==> src/rtl/alu_reservation_station_pkg.sv <==
// Shared Tomasulo types: ALU op encoding, issued ALU word, CDB broadcast and RS entry layout.
package tomasula_types;

  localparam int unsigned TAG_W  = 3;
  localparam int unsigned DATA_W = 32;

  typedef enum logic [2:0] {
    OP_ARITH = 3'd0,
    OP_IMM   = 3'd1,
    OP_LUI   = 3'd2,
    OP_AUIPC = 3'd3,
    OP_BR    = 3'd4,
    OP_JAL   = 3'd5,
    OP_LD    = 3'd6,
    OP_ST    = 3'd7
  } op_t;

  typedef struct packed {
    op_t               op;
    logic [DATA_W-1:0] src1_data;
    logic [DATA_W-1:0] src2_data;
    logic [2:0]        funct3;
    logic              funct7;
    logic [TAG_W-1:0]  tag;
    logic              load;
  } alu_word_t;

  typedef struct packed {
    logic              valid;
    logic [TAG_W-1:0]  tag;
    logic [DATA_W-1:0] data;
  } cdb_data_t;

  typedef struct packed {
    logic              rdy;
    logic [TAG_W-1:0]  tag;
    logic [DATA_W-1:0] data;
  } rs_src_t;

  typedef struct packed {
    logic             busy;
    op_t              op;
    logic [2:0]       funct3;
    logic             funct7;
    logic [TAG_W-1:0] tag;
    rs_src_t          src1;
    rs_src_t          src2;
  } rs_entry_t;

  // A pending source picks up the broadcast value when its producer tag is on the CDB.
  function automatic rs_src_t src_snoop(input rs_src_t src, input cdb_data_t cdb);
    rs_src_t res;
    res = src;
    if (!src.rdy && cdb.valid && (cdb.tag == src.tag)) begin
      res.rdy  = 1'b1;
      res.data = cdb.data;
    end
    return res;
  endfunction

endpackage

==> src/rtl/alu_reservation_station_if.sv <==
// Dispatch, CDB snoop and ALU issue signals of the ALU reservation station.
interface alu_reservation_station_if;
  import tomasula_types::*;

  logic              disp_valid;
  logic              disp_ready;
  op_t               disp_op;
  logic [2:0]        disp_funct3;
  logic              disp_funct7;
  logic [TAG_W-1:0]  disp_tag;
  logic              disp_src1_valid;
  logic [TAG_W-1:0]  disp_src1_tag;
  logic [DATA_W-1:0] disp_src1_data;
  logic              disp_src2_valid;
  logic [TAG_W-1:0]  disp_src2_tag;
  logic [DATA_W-1:0] disp_src2_data;

  logic              cdb_valid;
  logic [TAG_W-1:0]  cdb_tag;
  logic [DATA_W-1:0] cdb_data;

  logic              out_valid;
  logic              out_ready;
  alu_word_t         alu_word;

  modport master (
    output disp_valid, disp_op, disp_funct3, disp_funct7, disp_tag,
    output disp_src1_valid, disp_src1_tag, disp_src1_data,
    output disp_src2_valid, disp_src2_tag, disp_src2_data,
    output cdb_valid, cdb_tag, cdb_data,
    output out_ready,
    input  disp_ready, out_valid, alu_word
  );

  modport slave (
    input  disp_valid, disp_op, disp_funct3, disp_funct7, disp_tag,
    input  disp_src1_valid, disp_src1_tag, disp_src1_data,
    input  disp_src2_valid, disp_src2_tag, disp_src2_data,
    input  cdb_valid, cdb_tag, cdb_data,
    input  out_ready,
    output disp_ready, out_valid, alu_word
  );

endinterface

==> src/rtl/alu_reservation_station_select.sv <==
// Lowest-index priority encoder used for free-slot and ready-slot selection.
module rs_select #(
  parameter int unsigned N     = 4,
  parameter int unsigned IDX_W = 2
) (
  input  logic [N-1:0]     req,
  output logic             found_c,
  output logic [IDX_W-1:0] idx_c
);

  // Scan from the top so the lowest set request wins.
  always_comb begin
    found_c = 1'b0;
    idx_c   = '0;
    for (int i = int'(N) - 1; i >= 0; i--) begin
      if (req[i]) begin
        found_c = 1'b1;
        idx_c   = IDX_W'(i);
      end
    end
  end

endmodule

==> src/rtl/alu_reservation_station.sv <==
// ALU reservation station: holds dispatched ops, snoops the CDB and issues ready ops in index order.
module alu_reservation_station
  import tomasula_types::*;
#(
  parameter int unsigned NUM_ENTRIES = 4,
  parameter int unsigned TAG_WIDTH   = TAG_W,
  parameter int unsigned DATA_WIDTH  = DATA_W
) (
  input logic                      clk,
  input logic                      rst,
  alu_reservation_station_if.slave rs
);

  localparam int unsigned IDX_W = (NUM_ENTRIES > 1) ? $clog2(NUM_ENTRIES) : 1;

  rs_entry_t [NUM_ENTRIES-1:0] entries_q;
  rs_entry_t [NUM_ENTRIES-1:0] entries_d;
  logic                        out_valid_q;
  alu_word_t                   word_q;

  logic [NUM_ENTRIES-1:0] busy_c;
  logic [NUM_ENTRIES-1:0] free_c;
  logic [NUM_ENTRIES-1:0] ready_c;
  logic                   free_found_c;
  logic [IDX_W-1:0]       free_idx_c;
  logic                   ready_found_c;
  logic [IDX_W-1:0]       ready_idx_c;
  logic                   advance_c;
  logic                   disp_fire_c;
  logic                   issue_fire_c;
  alu_word_t              issue_word_c;
  rs_entry_t              issue_entry_c;

  // Broadcast viewed at the configured widths, then packed for the snoop helper.
  logic [TAG_WIDTH-1:0]  snoop_tag;
  logic [DATA_WIDTH-1:0] snoop_data;
  cdb_data_t             cdb;

  assign snoop_tag  = rs.cdb_tag;
  assign snoop_data = rs.cdb_data;
  assign cdb        = '{valid: rs.cdb_valid, tag: TAG_W'(snoop_tag), data: DATA_W'(snoop_data)};

  // Per-entry occupancy and operand readiness from registered state only.
  always_comb begin
    busy_c  = '0;
    ready_c = '0;
    for (int i = 0; i < int'(NUM_ENTRIES); i++) begin
      busy_c[i]  = entries_q[i].busy;
      ready_c[i] = entries_q[i].busy & entries_q[i].src1.rdy & entries_q[i].src2.rdy;
    end
  end

  assign free_c = ~busy_c;

  rs_select #(.N(NUM_ENTRIES), .IDX_W(IDX_W)) u_free_sel (
    .req     (free_c),
    .found_c (free_found_c),
    .idx_c   (free_idx_c)
  );

  rs_select #(.N(NUM_ENTRIES), .IDX_W(IDX_W)) u_ready_sel (
    .req     (ready_c),
    .found_c (ready_found_c),
    .idx_c   (ready_idx_c)
  );

  assign rs.disp_ready = free_found_c;
  assign advance_c     = !out_valid_q | rs.out_ready;
  assign disp_fire_c   = rs.disp_valid & free_found_c;
  assign issue_fire_c  = advance_c & ready_found_c;

  // Word presented to the issue register when the lowest ready entry is taken.
  always_comb begin
    issue_entry_c          = entries_q[ready_idx_c];
    issue_word_c           = '0;
    issue_word_c.op        = issue_entry_c.op;
    issue_word_c.src1_data = issue_entry_c.src1.data;
    issue_word_c.src2_data = issue_entry_c.src2.data;
    issue_word_c.funct3    = issue_entry_c.funct3;
    issue_word_c.funct7    = issue_entry_c.funct7;
    issue_word_c.tag       = issue_entry_c.tag;
    issue_word_c.load      = 1'b1;
  end

  // Entry next-state: CDB capture, free on issue, fill on dispatch (targets a non-busy slot only).
  always_comb begin
    entries_d = entries_q;
    for (int i = 0; i < int'(NUM_ENTRIES); i++) begin
      if (entries_q[i].busy) begin
        entries_d[i].src1 = src_snoop(entries_q[i].src1, cdb);
        entries_d[i].src2 = src_snoop(entries_q[i].src2, cdb);
      end
      if (issue_fire_c && (ready_idx_c == IDX_W'(i))) begin
        entries_d[i].busy = 1'b0;
      end
      if (disp_fire_c && (free_idx_c == IDX_W'(i))) begin
        entries_d[i].busy   = 1'b1;
        entries_d[i].op     = rs.disp_op;
        entries_d[i].funct3 = rs.disp_funct3;
        entries_d[i].funct7 = rs.disp_funct7;
        entries_d[i].tag    = rs.disp_tag;
        entries_d[i].src1   = src_snoop('{rdy: rs.disp_src1_valid, tag: rs.disp_src1_tag,
                                          data: rs.disp_src1_data}, cdb);
        entries_d[i].src2   = src_snoop('{rdy: rs.disp_src2_valid, tag: rs.disp_src2_tag,
                                          data: rs.disp_src2_data}, cdb);
      end
    end
  end

  // Entry storage.
  always_ff @(posedge clk or negedge rst) begin
    if (!rst) begin
      entries_q <= '0;
    end else begin
      entries_q <= entries_d;
    end
  end

  // Issue register: reload on advance, otherwise hold under backpressure.
  always_ff @(posedge clk or negedge rst) begin
    if (!rst) begin
      out_valid_q <= 1'b0;
      word_q      <= '0;
    end else if (advance_c) begin
      if (ready_found_c) begin
        out_valid_q <= 1'b1;
        word_q      <= issue_word_c;
      end else begin
        out_valid_q <= 1'b0;
        word_q      <= '0;
      end
    end
  end

  assign rs.out_valid = out_valid_q;
  assign rs.alu_word  = word_q;

endmodule
==> src/flat_wrapper.sv <==
// flat-port wrapper written by rule: the top's interface ports become plain ports
module alu_reservation_station_flat import tomasula_types::*;
#(
  parameter int unsigned NUM_ENTRIES = 4,
  parameter int unsigned TAG_WIDTH   = TAG_W,
  parameter int unsigned DATA_WIDTH  = DATA_W
)
  (clk, rst, rs_disp_valid, rs_disp_op, rs_disp_funct3, rs_disp_funct7, rs_disp_tag, rs_disp_src1_valid, rs_disp_src1_tag, rs_disp_src1_data, rs_disp_src2_valid, rs_disp_src2_tag, rs_disp_src2_data, rs_cdb_valid, rs_cdb_tag, rs_cdb_data, rs_out_ready, rs_disp_ready, rs_out_valid, rs_alu_word);
  alu_reservation_station_if rs_i ();
  input logic clk;
  input logic rst;
  input wire logic [$bits(rs_i.disp_valid)-1:0] rs_disp_valid;
  input wire logic [$bits(rs_i.disp_op)-1:0] rs_disp_op;
  input wire logic [$bits(rs_i.disp_funct3)-1:0] rs_disp_funct3;
  input wire logic [$bits(rs_i.disp_funct7)-1:0] rs_disp_funct7;
  input wire logic [$bits(rs_i.disp_tag)-1:0] rs_disp_tag;
  input wire logic [$bits(rs_i.disp_src1_valid)-1:0] rs_disp_src1_valid;
  input wire logic [$bits(rs_i.disp_src1_tag)-1:0] rs_disp_src1_tag;
  input wire logic [$bits(rs_i.disp_src1_data)-1:0] rs_disp_src1_data;
  input wire logic [$bits(rs_i.disp_src2_valid)-1:0] rs_disp_src2_valid;
  input wire logic [$bits(rs_i.disp_src2_tag)-1:0] rs_disp_src2_tag;
  input wire logic [$bits(rs_i.disp_src2_data)-1:0] rs_disp_src2_data;
  input wire logic [$bits(rs_i.cdb_valid)-1:0] rs_cdb_valid;
  input wire logic [$bits(rs_i.cdb_tag)-1:0] rs_cdb_tag;
  input wire logic [$bits(rs_i.cdb_data)-1:0] rs_cdb_data;
  input wire logic [$bits(rs_i.out_ready)-1:0] rs_out_ready;
  output wire logic [$bits(rs_i.disp_ready)-1:0] rs_disp_ready;
  output wire logic [$bits(rs_i.out_valid)-1:0] rs_out_valid;
  output wire logic [$bits(rs_i.alu_word)-1:0] rs_alu_word;
  assign rs_i.disp_valid = rs_disp_valid;
  assign rs_i.disp_op = rs_disp_op;
  assign rs_i.disp_funct3 = rs_disp_funct3;
  assign rs_i.disp_funct7 = rs_disp_funct7;
  assign rs_i.disp_tag = rs_disp_tag;
  assign rs_i.disp_src1_valid = rs_disp_src1_valid;
  assign rs_i.disp_src1_tag = rs_disp_src1_tag;
  assign rs_i.disp_src1_data = rs_disp_src1_data;
  assign rs_i.disp_src2_valid = rs_disp_src2_valid;
  assign rs_i.disp_src2_tag = rs_disp_src2_tag;
  assign rs_i.disp_src2_data = rs_disp_src2_data;
  assign rs_i.cdb_valid = rs_cdb_valid;
  assign rs_i.cdb_tag = rs_cdb_tag;
  assign rs_i.cdb_data = rs_cdb_data;
  assign rs_i.out_ready = rs_out_ready;
  assign rs_disp_ready = rs_i.disp_ready;
  assign rs_out_valid = rs_i.out_valid;
  assign rs_alu_word = rs_i.alu_word;
  alu_reservation_station #(.NUM_ENTRIES(NUM_ENTRIES), .TAG_WIDTH(TAG_WIDTH), .DATA_WIDTH(DATA_WIDTH)) u_core (.clk(clk), .rst(rst), .rs(rs_i));
endmodule
==> config.mk <==
export PLATFORM = sky130hd
export DESIGN_NAME = alu_reservation_station_flat
export DESIGN_NICKNAME = d
export VERILOG_FILES = /design/src/rtl/alu_reservation_station_pkg.sv /design/src/rtl/alu_reservation_station_if.sv /design/src/rtl/alu_reservation_station_select.sv /design/src/rtl/alu_reservation_station.sv /design/src/flat_wrapper.sv
export SDC_FILE = /design/constraint.sdc
export NUM_CORES = 1
export LEC_CHECK = 0
export CORE_ASPECT_RATIO = 1.2
export CORE_UTILIZATION = 45
export DETAILED_ROUTE_END_ITERATION = 10
export PLACE_DENSITY = 0.62
export SYNTH_ARGS = -nofsm -noshare
export SYNTH_HDL_FRONTEND = slang
export SYNTH_HIERARCHICAL = 1
export SYNTH_SLANG_ARGS = --single-unit
==> constraint.sdc <==
create_clock -name clk -period 3.25 [get_ports clk]
set_input_delay 0.65 -clock clk [delete_from_list [all_inputs] [get_ports clk]]
set_output_delay 0.65 -clock clk [all_outputs]
set_load 0.005 [all_outputs]
== Word level (Yosys, flattened, before mapping) ==
Index checks and enable logic that the tools add are counted.
W data, S select, Z words.

* Output and inout port bits: 77
* Memories kept: 0
* Bits in registers: 408
* Bits of input ports: 122
* Memory bits (read-only): 0
* Logic and storage cells: 198
* Bits in latches: 0
* RAM bits: 0

* Muxes and demuxes: 52
* Div/mod/pow operators: 0
* Reductions and logical operators: 65
* Add/subtract/negate cells: 0
* Magnitude comparators: 1
* Shifts and indexed selects: 0
* Equal/unequal tests: 16
* $mul: 0
* Bitwise gates (word level): 12

{| class="wikitable"
|+ Operators with widths
! cell !! count
|-
| $mux W83 || 4
|-
| $mux W32 || 10
|-
| $mux W72 || 4
|-
| $bmux W83 S2 || 1
|-
| $mux W82 || 1
|-
| $mux W75 || 1
|-
| $reduce_bool A2 Y1 || 16
|-
| $eq A3 B3 Y1 || 10
|-
| $logic_and A1 B1 Y1 || 28
|-
| $mux W1 || 23
|-
| $mux W2 || 8
|-
| $reduce_and A2 Y1 || 8
|-
| $logic_not A1 Y1 || 11
|-
| $and A1 B1 Y1 || 10
|-
| $eq A2 B2 Y1 const B || 4
|-
| $eq A2 B1 Y1 const B || 2
|-
| $logic_not A2 Y1 || 2
|-
| $not A4 Y4 || 1
|-
| $lt A2 B3 Y1 const B || 1
|-
| $or A1 B1 Y1 || 1
|}

== Depth between registers and ports, before layout ==
Gate-level depths: netlist of run 1.

* Word-level depth: 10
* Mapped depth: 9
* Mapped depth without buffers: 7

== Modules after synthesis ==
Netlist of run 1, hierarchy kept.

{| class="wikitable"
|+ Modules (own cells, without submodules)
! module !! area an instance (µm²) !! seq. area each (µm²) !! cells each !! instances
|-
| alu_reservation_station || 19862.8 || 10184.8 || 1493 || 1
|-
| rs_select || 35.0 || 0.0 || 7 || 2
|}

== Least setup slack after synthesis of run 1 ==
Ideal clock, no wire load.

* Kind: reg2reg
* Start: register u_core.entries_q, in the netlist u_core/busy_c[2]
* End: register u_core.word_q, in the netlist u_core/rs.alu_word[47]
* Data required time: 3.129 ns
* Buffers on the path: 3
* Library setup time: 0.121 ns
* Path slack: 0.914 ns
* Cell stages (with the launch flop): 9
* Clock period less this slack: 2.336 ns
* Arrival: 2.215 ns
* Cell sequence: dfrtp_1 > and3_1 > nand2b_1 > a21oi_2 > clkbuf_1 > buf_4 > buf_2 > mux4_2 > a22o_1

* Cells in the longest elaborated chain, start to end: 8
* Elaborated cells on any way between the ends: 11
* Classes of those cells: 9 x mux; 2 x bitwise

{| class="wikitable"
|+ RTL lines
! what !! RTL line !! source
|-
| start, declared || alu_reservation_station.sv:16 || <nowiki>rs_entry_t [NUM_ENTRIES-1:0] entries_q;</nowiki>
|-
| start signal, assigned || alu_reservation_station.sv:115 || <nowiki>entries_q <= entries_d;</nowiki>
|-
| $and A1 B1 Y1 (2 in a row) || alu_reservation_station.sv:49 || <nowiki>ready_c[i] = entries_q[i].busy & entries_q[i].src1.rdy & entries_q[i].src2.rdy;</nowiki>
|-
| via u_core.ready_c[2] || alu_reservation_station.sv:23 || <nowiki>logic [NUM_ENTRIES-1:0] ready_c;</nowiki>
|-
| $mux W2 (3 in a row) || alu_reservation_station_select.sv:16 || <nowiki>if (req[i]) begin</nowiki>
|-
| via u_core.ready_idx_c[0] || alu_reservation_station.sv:27 || <nowiki>logic [IDX_W-1:0] ready_idx_c;</nowiki>
|-
| $bmux W83 S2 || alu_reservation_station.sv:74 || <nowiki>issue_entry_c = entries_q[ready_idx_c];</nowiki>
|-
| $mux W82 (implied by the code) || alu_reservation_station.sv:74 ||
|-
| $mux W75 || alu_reservation_station.sv:125 || <nowiki>if (ready_found_c) begin</nowiki>
|-
| end signal, assigned || alu_reservation_station.sv:127 || <nowiki>word_q <= issue_word_c;</nowiki>
|-
| end, declared || alu_reservation_station.sv:19 || <nowiki>alu_word_t word_q;</nowiki>
|}

The timed path passes the listed nets, and every way through them passes these cells. The select of a mux whose other input is x is not followed.
A chain may end at the register's enable or synchronous reset.

== Worst setup path in the final report of run 1 ==
* Start: register u_core.entries_q, in the netlist u_core/busy_c[3]
* End: register u_core/entries_q[191] (netlist bit)

* Cells in the longest elaborated chain, start to end: 9
* Elaborated cells on any way between the ends: 16
* Classes of those cells: 1 x eq/ne; 9 x mux; 2 x bitwise; 4 x reduce/logical

{| class="wikitable"
|+ RTL lines
! what !! RTL line !! source
|-
| $not A4 Y4 * || alu_reservation_station.sv:53 || <nowiki>assign free_c = ~busy_c;</nowiki>
|-
| via u_core.free_c[3] || alu_reservation_station.sv:22 || <nowiki>logic [NUM_ENTRIES-1:0] free_c;</nowiki>
|-
| $mux W2 * (4 in a row) || alu_reservation_station_select.sv:16 ||
|-
| via u_core.free_idx_c[1] || alu_reservation_station.sv:25 || <nowiki>logic [IDX_W-1:0] free_idx_c;</nowiki>
|-
| $eq A2 B2 Y1 * || alu_reservation_station.sv:96 || <nowiki>if (disp_fire_c && (free_idx_c == IDX_W'(i))) begin</nowiki>
|-
| $logic_and A1 B1 Y1 * || alu_reservation_station.sv:96 ||
|-
| $reduce_bool A2 Y1 (no source line) || n/a ||
|-
| $reduce_and A2 Y1 (no source line) || n/a ||
|}

The timed path passes the listed nets; every way through them passes the cells marked *.

==> reports/results.tsv, run 1 <==
stage	metric	value	unit
floorplan	row cnt	84	
clocking	clk buf depth	3	
logic_synthesis	synthesized instance count	1507	
drt	M1 WL	25510	µm
pwr	Peak VDD IR	0.0007792	V
clocking	CTS tree	built	
clocking	Sink Count	407	
drt	DRC	0	
clocking	Worst-Skew Late Latency	0.57	ns
sta	final setup TNS	0	ns
sta	worst slew margin relative to its limit	51.50	%
outcome	status	complete, no violations	
finish	Layout fillers	3768	
setup_path	critical path data arrival time	3.02	ns
finish	share of cells above drive strength 1	25.65	%
job	max_cap viols	0	
sta	fmax	382.8	MHz
sta	period utilization	80.37	%
clocking	Hold Buf Count CTS	0	
logic_synthesis	Synth cell types	38	
drt	Final ANT Viol Nets	0	
sta	setup violators final	0	
global_routing	GRT overflow	0	
pwr	Leak Pwr	9.169	nW
setup_path	Critical-path top delay cell	mux2_4	
finish	footprint of the multi-input gates	0.008491	mm²
floorplan	die width	194.1	µm
floorplan	initial core utilization	45.59	%
place	GPL Wtd Cong	0.8177	
logic_synthesis	sequential share of the synthesized area	51.10	%
floorplan	Die Ht	232.6	µm
global_routing	global-route wire length before repair	95920	µm
logic_synthesis	Post-synth EDFFs	0	
setup_path	Startpoint Class	flop	
global_routing	initial antenna violation count	6	
logic_synthesis	ys async rst share	100.0	%
sta	Worst-Margin Slew	0.7219	ns
sta	max-slew violation count	0	
floorplan	die area	0.04514	mm²
logic_synthesis	syn_area_per_cell	13.23	µm²
clocking	post-CTS sizing	0	
setup_path	CP Max Fanout	32	
pwr	Power per Cell Area	1120	mW/mm²
finish	Layout area overhead	19.36	%
drt	per-cell routed wire length	28.08	µm
setup_path	Worst Setup End Kind	flop	
logic_synthesis	synthesized flop and latch total	407	
global_routing	Global Route Usage Sum	28.16	%
place	IO buf count	198	
clocking	Clock Tree Root	clkbuf_16	
sta	clk_skew	0.02337	ns
logic_synthesis	Mapped Nets	1629	
finish	Core Util, Final	54.42	%
sta	fin crit period	2.612	ns
drt	DR vias	14860	
sta	RSZ-0062 raised after global routing	false	
setup_path	CP max stage delay	0.58	ns
logic_synthesis	main flop type after synthesis	dfrtp_1	
logic_synthesis	Synth warnings	6	
drt	drt first-iter violations	1109	
drt	Avg Vias per Cell	6.583	
drt	met3 wire len	4433	µm
floorplan	Boundary Pins	199	
hold_path	hold crit path type	in -> async	
logic_synthesis	synthesized area	0.01993	mm²
global_routing	vias in the first global route	15300	
place	hpwl dp	37350	µm
clocking	CTS buffer count	44	
clocking	H-tree Lvls	2	
global_routing	largest net degree at the start of global routing	80	
setup_path	kind of critical path	reg -> reg	
finish	Reg area	0.01018	mm²
clocking	clk slew on worst S/H paths	0.06	ns
setup_path	Required @ worst endpoint	3.66	ns
floorplan	core footprint	0.04372	mm²
drt	met2 wire length	30950	µm
clocking	post-CTS setup repair buffer count	0	
drt	max layer used	met5	
finish	Final Net Count	1786	
setup_path	critical path, cell by cell	inv_1, nor2_1, nor3_1, and4b_4, mux2_4, a21oi_1	
sta	count of final hold-check violations	0	
drt	drt pass-1 iters	5	
drt	total wire length	63380	µm
[layout make-up]
| type | instances | area share (%) |
|---|---|---|
| well taps | 559 | 2.940 |
| inverters | 38 | 0.5995 |
| repair buffers | 265 | 11.89 |
| clock buffers | 67 | 5.585 |
| multi-input cells | 908 | 35.69 |
| diodes | 2 | 0.02104 |
| flip-flops and latches | 407 | 42.81 |
| clock inverters | 11 | 0.4733 |
[path summary, 6_finish.rpt]
path	startpoint	to	slack [ns]	depth (start not counted)
setup / recovery	u_core/busy_c[3]	u_core/entries_q[191]	0.64	6
hold / removal	rst	u_core/rs.alu_word[24]	0.07	1
setup reg to reg	u_core/busy_c[3]	u_core/entries_q[191]	0.64	6
hold reg to reg	u_core/entries_q[79]	u_core/entries_q[79]	0.47	2
max in group asynchronous	rst	u_core/entries_q[26]	2.23	2
min in group clk	u_core/entries_q[79]	u_core/entries_q[79]	0.47	2
[cells in the mapped netlist (7+ instances only)]
cell      count  area [µm²]
mux2_4        8       120.1
xor2_1       24       210.2
buf_12       12       240.2
dfrtp_1     407       10180
mux2_2       32       360.4
mux4_2       74        1667
buf_4         7       52.55
nor2_1        7       26.28
nor4_4       10       212.7
o21ai_0      10       50.05
o32ai_1     256        2242
nand3b_1      9       67.56
a22o_1       74       648.1
inv_1        38       142.6
a21oi_2     152        1331
buf_2        30       150.1
a21oi_1     110       550.5
buf_6        30       337.8
clkbuf_1     61       229.0
clkbuf_8      9       123.9
nand2_1      99       371.6
o41ai_4       8       220.2
[layer usage]
metal | track usage [%] | vias to the layer above
met5 | 0 | -
met4 | 11.90 | 8
met3 | 4.030 | 139
met2 | 46.50 | 711
met1 | 37.28 | 7724
li1 | - | 6276
[power breakdown]
group | total [W] | internal [W] | switching [W]
clock | 0.00506 | 0.00297 | 0.00209
combinational | 0.0126 | 0.00642 | 0.00617
sequential | 0.00899 | 0.00761 | 0.00139
total | 0.0266 | 0.0170 | 0.00965
[cell families (layout without fill, tap and decap cells)]
family	after synthesis	count (layout)	share of synthesized area [%]
DFF	407	407	51.10
xor gates and xnor gates	30	30	1.883
other	0	2	0
muxes	114	114	10.77
and+or+nand+nor	152	152	4.331
buffers and inverters	192	381	6.547
AOI/OAI and AO/OA	612	612	25.37
[registers in the layout, indices dropped and copies added (netlist names)]
signal and count:
u_core/busy_c 4, u_core/rs.out_valid 1, u_core/rs.alu_word 74, u_core/entries_q 328
[worst max-delay path: cells and delay by family, from the launching register on]
family | cells | cell delay [ns]
AO/OA/AOI/OAI | 1 | 0.14
buffers and inverters | 1 | 0.10
flip-flops | 1 | 0.43
multiplexers | 1 | 0.58
AND/OR/NAND/NOR | 3 | 1.18
[through the flow]
| step | setup slack (ns) | instance area [µm²] | instances | hold slack, ns | power (W) |
|---|---|---|---|---|---|
| final | 0.6379 | 23790 | 2257 | 0.07369 | 0.02664 |
| after global routing | 0.5372 | 23790 | 2257 | 0.1193 | 0.02805 |
| after CTS | 0.6642 | 23790 | 2255 | 0.09859 | 0.02674 |
| after detailed placement | 0.3797 | 22350 | 2177 | 0.4623 | 0.02162 |
| after global placement | 0.4490 | 22350 | 2177 | 0.4531 | 0.02128 |
| after floorplan | 0.9137 | 19930 | 1507 | 0.3544 | 0.01767 |
[cells in the final DEF (no fill, tap or decap), types with 12 or more instances in the layout]
| cell | count |
|---|---|
| a21oi_1 | 110 |
| a21oi_2 | 151 |
| a22o_1 | 74 |
| buf_12 | 27 |
| buf_4 | 40 |
| clkbuf_16 | 45 |
| clkbuf_8 | 12 |
| clkdlybuf4s50_1 | 197 |
| dfrtp_1 | 407 |
| inv_1 | 38 |
| mux2_2 | 32 |
| mux4_2 | 74 |
| nand2_1 | 99 |
| o32ai_1 | 256 |
| xor2_1 | 24 |
Power figures use the tool's default switching activity.
==> run 2, diff against run 1 <==
==> constraint.sdc (replaced) <==
create_clock -name clk -period 2.7 [get_ports clk]
set_input_delay 0.54 -clock clk [delete_from_list [all_inputs] [get_ports clk]]
set_output_delay 0.54 -clock clk [all_outputs]
set_load 0.005 [all_outputs]
==> run 2 against run 1 <==
Against the previous run: global-route usage shrank 0.12 points; clock power grew 20%; die area is the same; final cell count grew 0.89%; utilization grew 0.85 points; count of clock-buffer cells in the layout shrank 1; first-iteration DRC count grew 14%; via count shrank 0.33%; setup slack lost 0.40 ns; power grew 22%; clock skew shrank 0.0059 ns; sequential cell count is the same; critical path type is now reg -> out; critical endpoint is now rs_disp_ready; largest power group unchanged; highest routed layer unchanged.
==> reports/results.tsv, run 2 (synthesized netlist as in run 1, its figures left out) <==
stage	metric	value	unit	change
outcome	status	complete, no violations		unchanged
clocking	Worst-Skew Late Latency	0.55	ns	was 0.57 ns
setup_path	CP max stage delay	0.55	ns	was 0.58 ns
floorplan	core footprint	0.04372	mm²	unchanged
setup_path	Required @ worst endpoint	2.16	ns	was 3.66 ns
drt	per-cell routed wire length	27.42	µm	was 28.08 µm
floorplan	row cnt	84		unchanged
finish	Finished Layout Cells	2277		was 2257
finish	Layout area overhead	21.22	%	was 19.36%
hold_path	hold crit path type	reg -> reg		was in -> async
sta	period utilization	91.23	%	
pwr	Leak Pwr	9.336	nW	was 9.169 nW
sta	fin crit period	2.463	ns	
clocking	clk slew on worst S/H paths	0.06	ns	about the same
finish	most common cell after layout, fill and taps aside	dfrtp_1		unchanged
drt	total wire length	62430	µm	was 63380 µm
finish	max reg flops	328		unchanged
floorplan	die width	194.1	µm	unchanged
finish	post-route cell area	0.02416	mm²	was 0.02379 mm²
setup_path	Startpoint Class	flop		unchanged
pwr	Power per Cell Area	1341	mW/mm²	was 1120 mW/mm²
clocking	post-CTS sizing	0		unchanged
sta	setup violators final	0		unchanged
clocking	H-tree Lvls	2		unchanged
place	Placement Setup Slack	0.1198	ns	was 0.3797 ns
pwr	Peak VDD IR	0.0008390	V	was 0.0007792 V
drt	drt first-iter violations	1265		was 1109
place	placed cell count	2197		was 2177
sta	RSZ-0062 raised after global routing	false		unchanged
finish	most frequent cells in the layout	407 x dfrtp_1, 256 x o32ai_1, 197 x clkdlybuf4s50_1		unchanged
floorplan	Boundary Pins	199		unchanged
sta	clk_skew	0.01750	ns	was 0.02337 ns
setup_path	kind of critical path	reg -> out		was reg -> reg
finish	Final Net Count	1806		was 1786
place	GPL Wtd Cong	0.8018		was 0.8177
clocking	CTS tree	built		unchanged
sta	worst slew margin relative to its limit	63.30	%	was 51.50%
drt	Avg Vias per Cell	6.504		was 6.583
drt	DR vias	14810		was 14.86k
setup_path	Critical-path top delay cell	clkdlybuf4s50_1		was mux2_4
global_routing	Global Route Usage Sum	28.03	%	was 28.16%
global_routing	vias in the first global route	15610		was 15.30k
sta	Worst-Margin Slew	0.5505	ns	was 0.7219 ns
sta	max-slew violation count	0		unchanged
global_routing	initial antenna violation count	4		was 6
sta	Final WS setup	0.2369	ns	was 0.6379 ns
place	IO buf count	198		unchanged
floorplan	die area	0.04514	mm²	unchanged
clocking	post-CTS setup repair buffer count	0		unchanged
setup_path	Worst Setup End Kind	output port		was flop
drt	Final ANT Viol Nets	0		unchanged
setup_path	crit-path leading delay family	buffers and inverters		was simple AND/OR/NAND/NOR gates
setup_path	CP Max Fanout	7		was 32
finish	share of cells above drive strength 1	26.56	%	was 25.65%
global_routing	GRT overflow	0		unchanged
place	DP Area	0.02271	mm²	was 0.02235 mm²
job	max_cap viols	0		unchanged
pwr	Tot Pwr	0.03240	W	was 0.02664 W
place	hpwl dp	38530	µm	was 37350 µm
floorplan	Die Ht	232.6	µm	unchanged
finish	Layout fillers	3708		was 3768
floorplan	initial core utilization	45.59	%	unchanged
clocking	Clock Tree Root	clkbuf_16		unchanged
sta	fmax	406.0	MHz	
global_routing	global-route wire length before repair	96170	µm	was 95920 µm
setup_path	critical path data arrival time	1.92	ns	was 3.02 ns
setup_path	Worst Path Buf+Inv	2		was 1
sta	count of final hold-check violations	0		unchanged
global_routing	largest net degree at the start of global routing	94		was 80
drt	drt pass-1 iters	6		was 5
setup_path	critical path, cell by cell	inv_1, nor2_1, nand2_1, clkdlybuf4s50_1		was inv_1, nor2_1, nor3_1, and4b_4, mux2_4, a21oi_1
sta	final setup TNS	0	ns	unchanged
clocking	CTS buffer count	43		was 44
clocking	Sink Count	407		unchanged
drt	DRC	0		unchanged
finish	Most flops, register	u_core/entries_q		unchanged
clocking	clk buf depth	3		unchanged
## run 2: worst min-delay path: cells and delay by family, from the launching register on
kind / cells / cell delay [ns]
AND/OR/NAND/NOR: 2 / 0.10
flip-flops: 1 / 0.34
## run 2: what timing repair did
| action | CTS | global route |
|---|---|---|
| endpoints found under the setup margin | 0 | 0 |
| endpoints found under the hold margin | 36 | 0 |
| hold buffers | 1 | 0 |
## run 2: stage by stage
step	hold slack, ns	utilization (%)
after floorplan	0.2444	-
after global placement	0.4525	51.94
after detailed placement	0.4620	51.94
after CTS	0.4771	55.26
after global routing	0.4964	55.26
final	0.4738	55.26
## run 2: final cells by class
class / count / area [µm²] / share of cell area [%]
Timing Repair Buffer: 286 / 3201 / 13.25
Tap cell: 559 / 699.4 / 2.895
Sequential cell: 407 / 10180 / 42.15
Inverter: 38 / 142.6 / 0.5903
Antenna cell: 1 / 2.502 / 0.01036
Clock buffer: 66 / 1325 / 5.484
Multi-Input combinational cell: 908 / 8491 / 35.14
Clock inverter: 12 / 116.4 / 0.4816
## run 2: final timing paths
kind / start / slack [ns] / end / depth (start not counted)
worst max register to register: u_core/entries_q[201] / 0.31 / u_core/rs.alu_word[32] / 7
worst max-delay path: u_core/busy_c[0] / 0.24 / rs_disp_ready / 4
worst min-delay path: u_core/entries_q[160] / 0.47 / u_core/entries_q[160] / 2
min in group asynchronous: rst / 0.49 / u_core/entries_q[15] / 2
max in group asynchronous: rst / 1.31 / u_core/entries_q[79] / 3
worst min register to register: u_core/entries_q[160] / 0.47 / u_core/entries_q[160] / 2
## run 2: report_power, final
group / internal, W / switching (W)
registers: 0.00916 / 0.00164
clock network: 0.00357 / 0.00249
logic: 0.00800 / 0.00754
## run 2: routing by layer
layer / wire length, µm / vias to the layer above / track usage, %
met2: 30700 / 694 / 46.98
met1: 25210 / 7671 / 36.75
met3: 4477 / 127 / 4.450
li1: - / 6311 / -
met5: 39 / - / 0
met4: 2010 / 6 / 10.59
==> run 3, diff against run 2 <==
--- a/config.mk
+++ b/config.mk
@@ -7,6 +7,7 @@
 export LEC_CHECK = 0
 export CORE_ASPECT_RATIO = 1.2
 export CORE_UTILIZATION = 45
+export CTS_CLUSTER_SIZE = 10
 export DETAILED_ROUTE_END_ITERATION = 10
 export PLACE_DENSITY = 0.62
 export SYNTH_ARGS = -nofsm -noshare
==> run 3 against run 2 <==
Against the previous run: power shrank 1.2%; first-iteration DRC count grew 18%; count of clock-buffer cells in the layout shrank 11; die area is the same; via count is essentially flat; sequential share of layout area grew 0.26 points; critical endpoint unchanged; global-route usage grew 0.13 points; design area shrank 0.62%; combinational power is essentially flat; largest power group unchanged; critical path depth is the same; worst hold slack lost 0.013 ns.
==> reports/results.tsv, run 3 (synthesized netlist as in run 1, its figures left out) <==
stage	metric	value	unit	change
outcome	status	complete, no violations		unchanged
finish	Most flops, register	u_core/entries_q		unchanged
finish	post-route cell area	0.02401	mm²	was 0.02416 mm²
drt	per-cell routed wire length	27.65	µm	was 27.42 µm
floorplan	die width	194.1	µm	unchanged
setup_path	Worst Setup End Kind	output port		unchanged
floorplan	row cnt	84		unchanged
sta	fmax	401.4	MHz	was 406.0 MHz
sta	count of final hold-check violations	0		unchanged
drt	Avg Vias per Cell	6.556		was 6.504
global_routing	Global Route Usage Sum	28.16	%	was 28.03%
place	IO buf count	198		unchanged
finish	most common cell after layout, fill and taps aside	dfrtp_1		unchanged
setup_path	worst r2r path cells	7		unchanged
sta	RSZ-0062 raised after global routing	false		unchanged
setup_path	critical path data arrival time	1.95	ns	was 1.92 ns
sta	final setup TNS	0	ns	unchanged
drt	DR vias	14810		about the same
clocking	clk buf depth	3		unchanged
setup_path	CP max stage delay	0.55	ns	about the same
global_routing	GRT overflow	0		unchanged
floorplan	Die Ht	232.6	µm	unchanged
finish	share of cells above drive strength 1	26.02	%	was 26.56%
setup_path	Crit. path cell count	4		unchanged
job	max_cap viols	0		unchanged
finish	Layout area overhead	20.46	%	was 21.22%
clocking	CTS buffer count	48		was 43
clocking	post-CTS sizing	0		unchanged
clocking	Worst-Skew Late Latency	0.58	ns	was 0.55 ns
finish	Core Util, Final	54.92	%	was 55.26%
global_routing	largest net degree at the start of global routing	94		unchanged
setup_path	Critical-path top delay cell	clkdlybuf4s50_1		unchanged
setup_path	Required @ worst endpoint	2.16	ns	about the same
setup_path	Startpoint Class	flop		unchanged
pwr	Power per Cell Area	1333	mW/mm²	was 1341 mW/mm²
drt	Final ANT Viol Nets	0		unchanged
clocking	CTS tree	built		unchanged
pwr	Leak Pwr	9.256	nW	was 9.336 nW
setup_path	R2R Setup Slk	0.32	ns	was 0.31 ns
sta	max-slew violation count	0		unchanged
hold_path	hold crit path type	in -> async		was reg -> reg
sta	worst hold slack	0.4605	ns	was 0.4738 ns
setup_path	crit-path leading delay family	buffers and inverters		unchanged
sta	clk_skew	0.01229	ns	was 0.01750 ns
place	hpwl dp	38530	µm	unchanged
floorplan	core footprint	0.04372	mm²	unchanged
sta	setup violators final	0		unchanged
finish	max reg flops	328		unchanged
sta	Worst-Margin Slew	0.5484	ns	was 0.5505 ns
finish	most frequent cells in the layout	407 x dfrtp_1, 256 x o32ai_1, 197 x clkdlybuf4s50_1		unchanged
clocking	Clock Tree Root	clkbuf_16		unchanged
clocking	clk slew on worst S/H paths	0.06	ns	about the same
floorplan	initial core utilization	45.59	%	unchanged
global_routing	initial antenna violation count	4		unchanged
global_routing	vias in the first global route	15620		was 15.61k
finish	Final Net Count	1811		was 1806
setup_path	critical path, cell by cell	inv_1, nor2_1, nand2_1, clkdlybuf4s50_1		unchanged
setup_path	CP Max Fanout	7		unchanged
place	DP Area	0.02271	mm²	unchanged
place	GPL Wtd Cong	0.8018		unchanged
clocking	H-tree Lvls	2		unchanged
finish	Layout fillers	3702		was 3708
floorplan	Boundary Pins	199		unchanged
drt	total wire length	62470	µm	was 62430 µm
drt	drt first-iter violations	1489		was 1265
clocking	Sink Count	407		unchanged
sta	period utilization	92.27	%	was 91.23%
drt	DRC	0		unchanged
floorplan	die area	0.04514	mm²	unchanged
drt	drt pass-1 iters	5		was 6
setup_path	Worst Path Buf+Inv	2		unchanged
sta	fin crit period	2.491	ns	was 2.463 ns
pwr	Peak VDD IR	0.0009196	V	was 0.0008390 V
sta	worst slew margin relative to its limit	63.44	%	was 63.30%
setup_path	kind of critical path	reg -> out		unchanged
global_routing	global-route wire length before repair	96250	µm	was 96170 µm
[run 3: changes by cell type in the layout (fill, tap and decap cells not counted), sizes merged]
cell      change
inv           +1
clkinv        -5
bufinv        -2
clkinvlp      -1
clkbuf       -11
[run 3: path summary, 6_finish.rpt]
| kind | start | endpoint |
|---|---|---|
| max | u_core/busy_c[0] | rs_disp_ready |
| min | rst | u_core/entries_q[14] |
| max reg2reg | u_core/entries_q[201] | u_core/rs.alu_word[32] |
| min reg2reg | u_core/entries_q[159] | u_core/entries_q[159] |
| max in group asynchronous | rst | u_core/entries_q[161] |
| min in group clk | u_core/entries_q[159] | u_core/entries_q[159] |
[run 3: area by class of cell]
class	instances	area, µm²	share of cell area [%]
flip-flops and latches	407	10180	42.42
inverters	38	142.6	0.5940
repair buffers	286	3201	13.33
clock inverters	5	43.79	0.1824
clock buffers	55	1247	5.195
diodes	1	2.502	0.01042
well taps	559	699.4	2.913
multi-input cells	908	8491	35.36
[run 3: timing repair]
action / in CTS / in global routing
buffers inserted: 0 / 0
hold endpoints to repair: 36 / 0
hold buffers: 1 / 0
[run 3: per-stage QoR]
step	setup slack [ns]	cells	power, W
after floorplan	0.3637	1507	0.02127
final	0.2087	2259	0.03200
after CTS	0.2024	2258	0.03219
after detailed placement	0.1198	2197	0.02637
after global routing	0.1098	2259	0.03382
after global placement	0.1537	2197	0.02599
[run 3: power breakdown]
group	switching (W)	total [W]	leakage, nW	internal (W)
combinational	0.00751	0.0155	3.92	0.00800
clock	0.00245	0.00567	0.636	0.00322
sequential	0.00165	0.0108	4.70	0.00916
[run 3: routing by layer]
metal	track usage [%]	share of wire (%)
met5	0	0.062
met4	9.871	3.0
met3	5.204	7.0
met2	47.38	50
met1	36.57	40
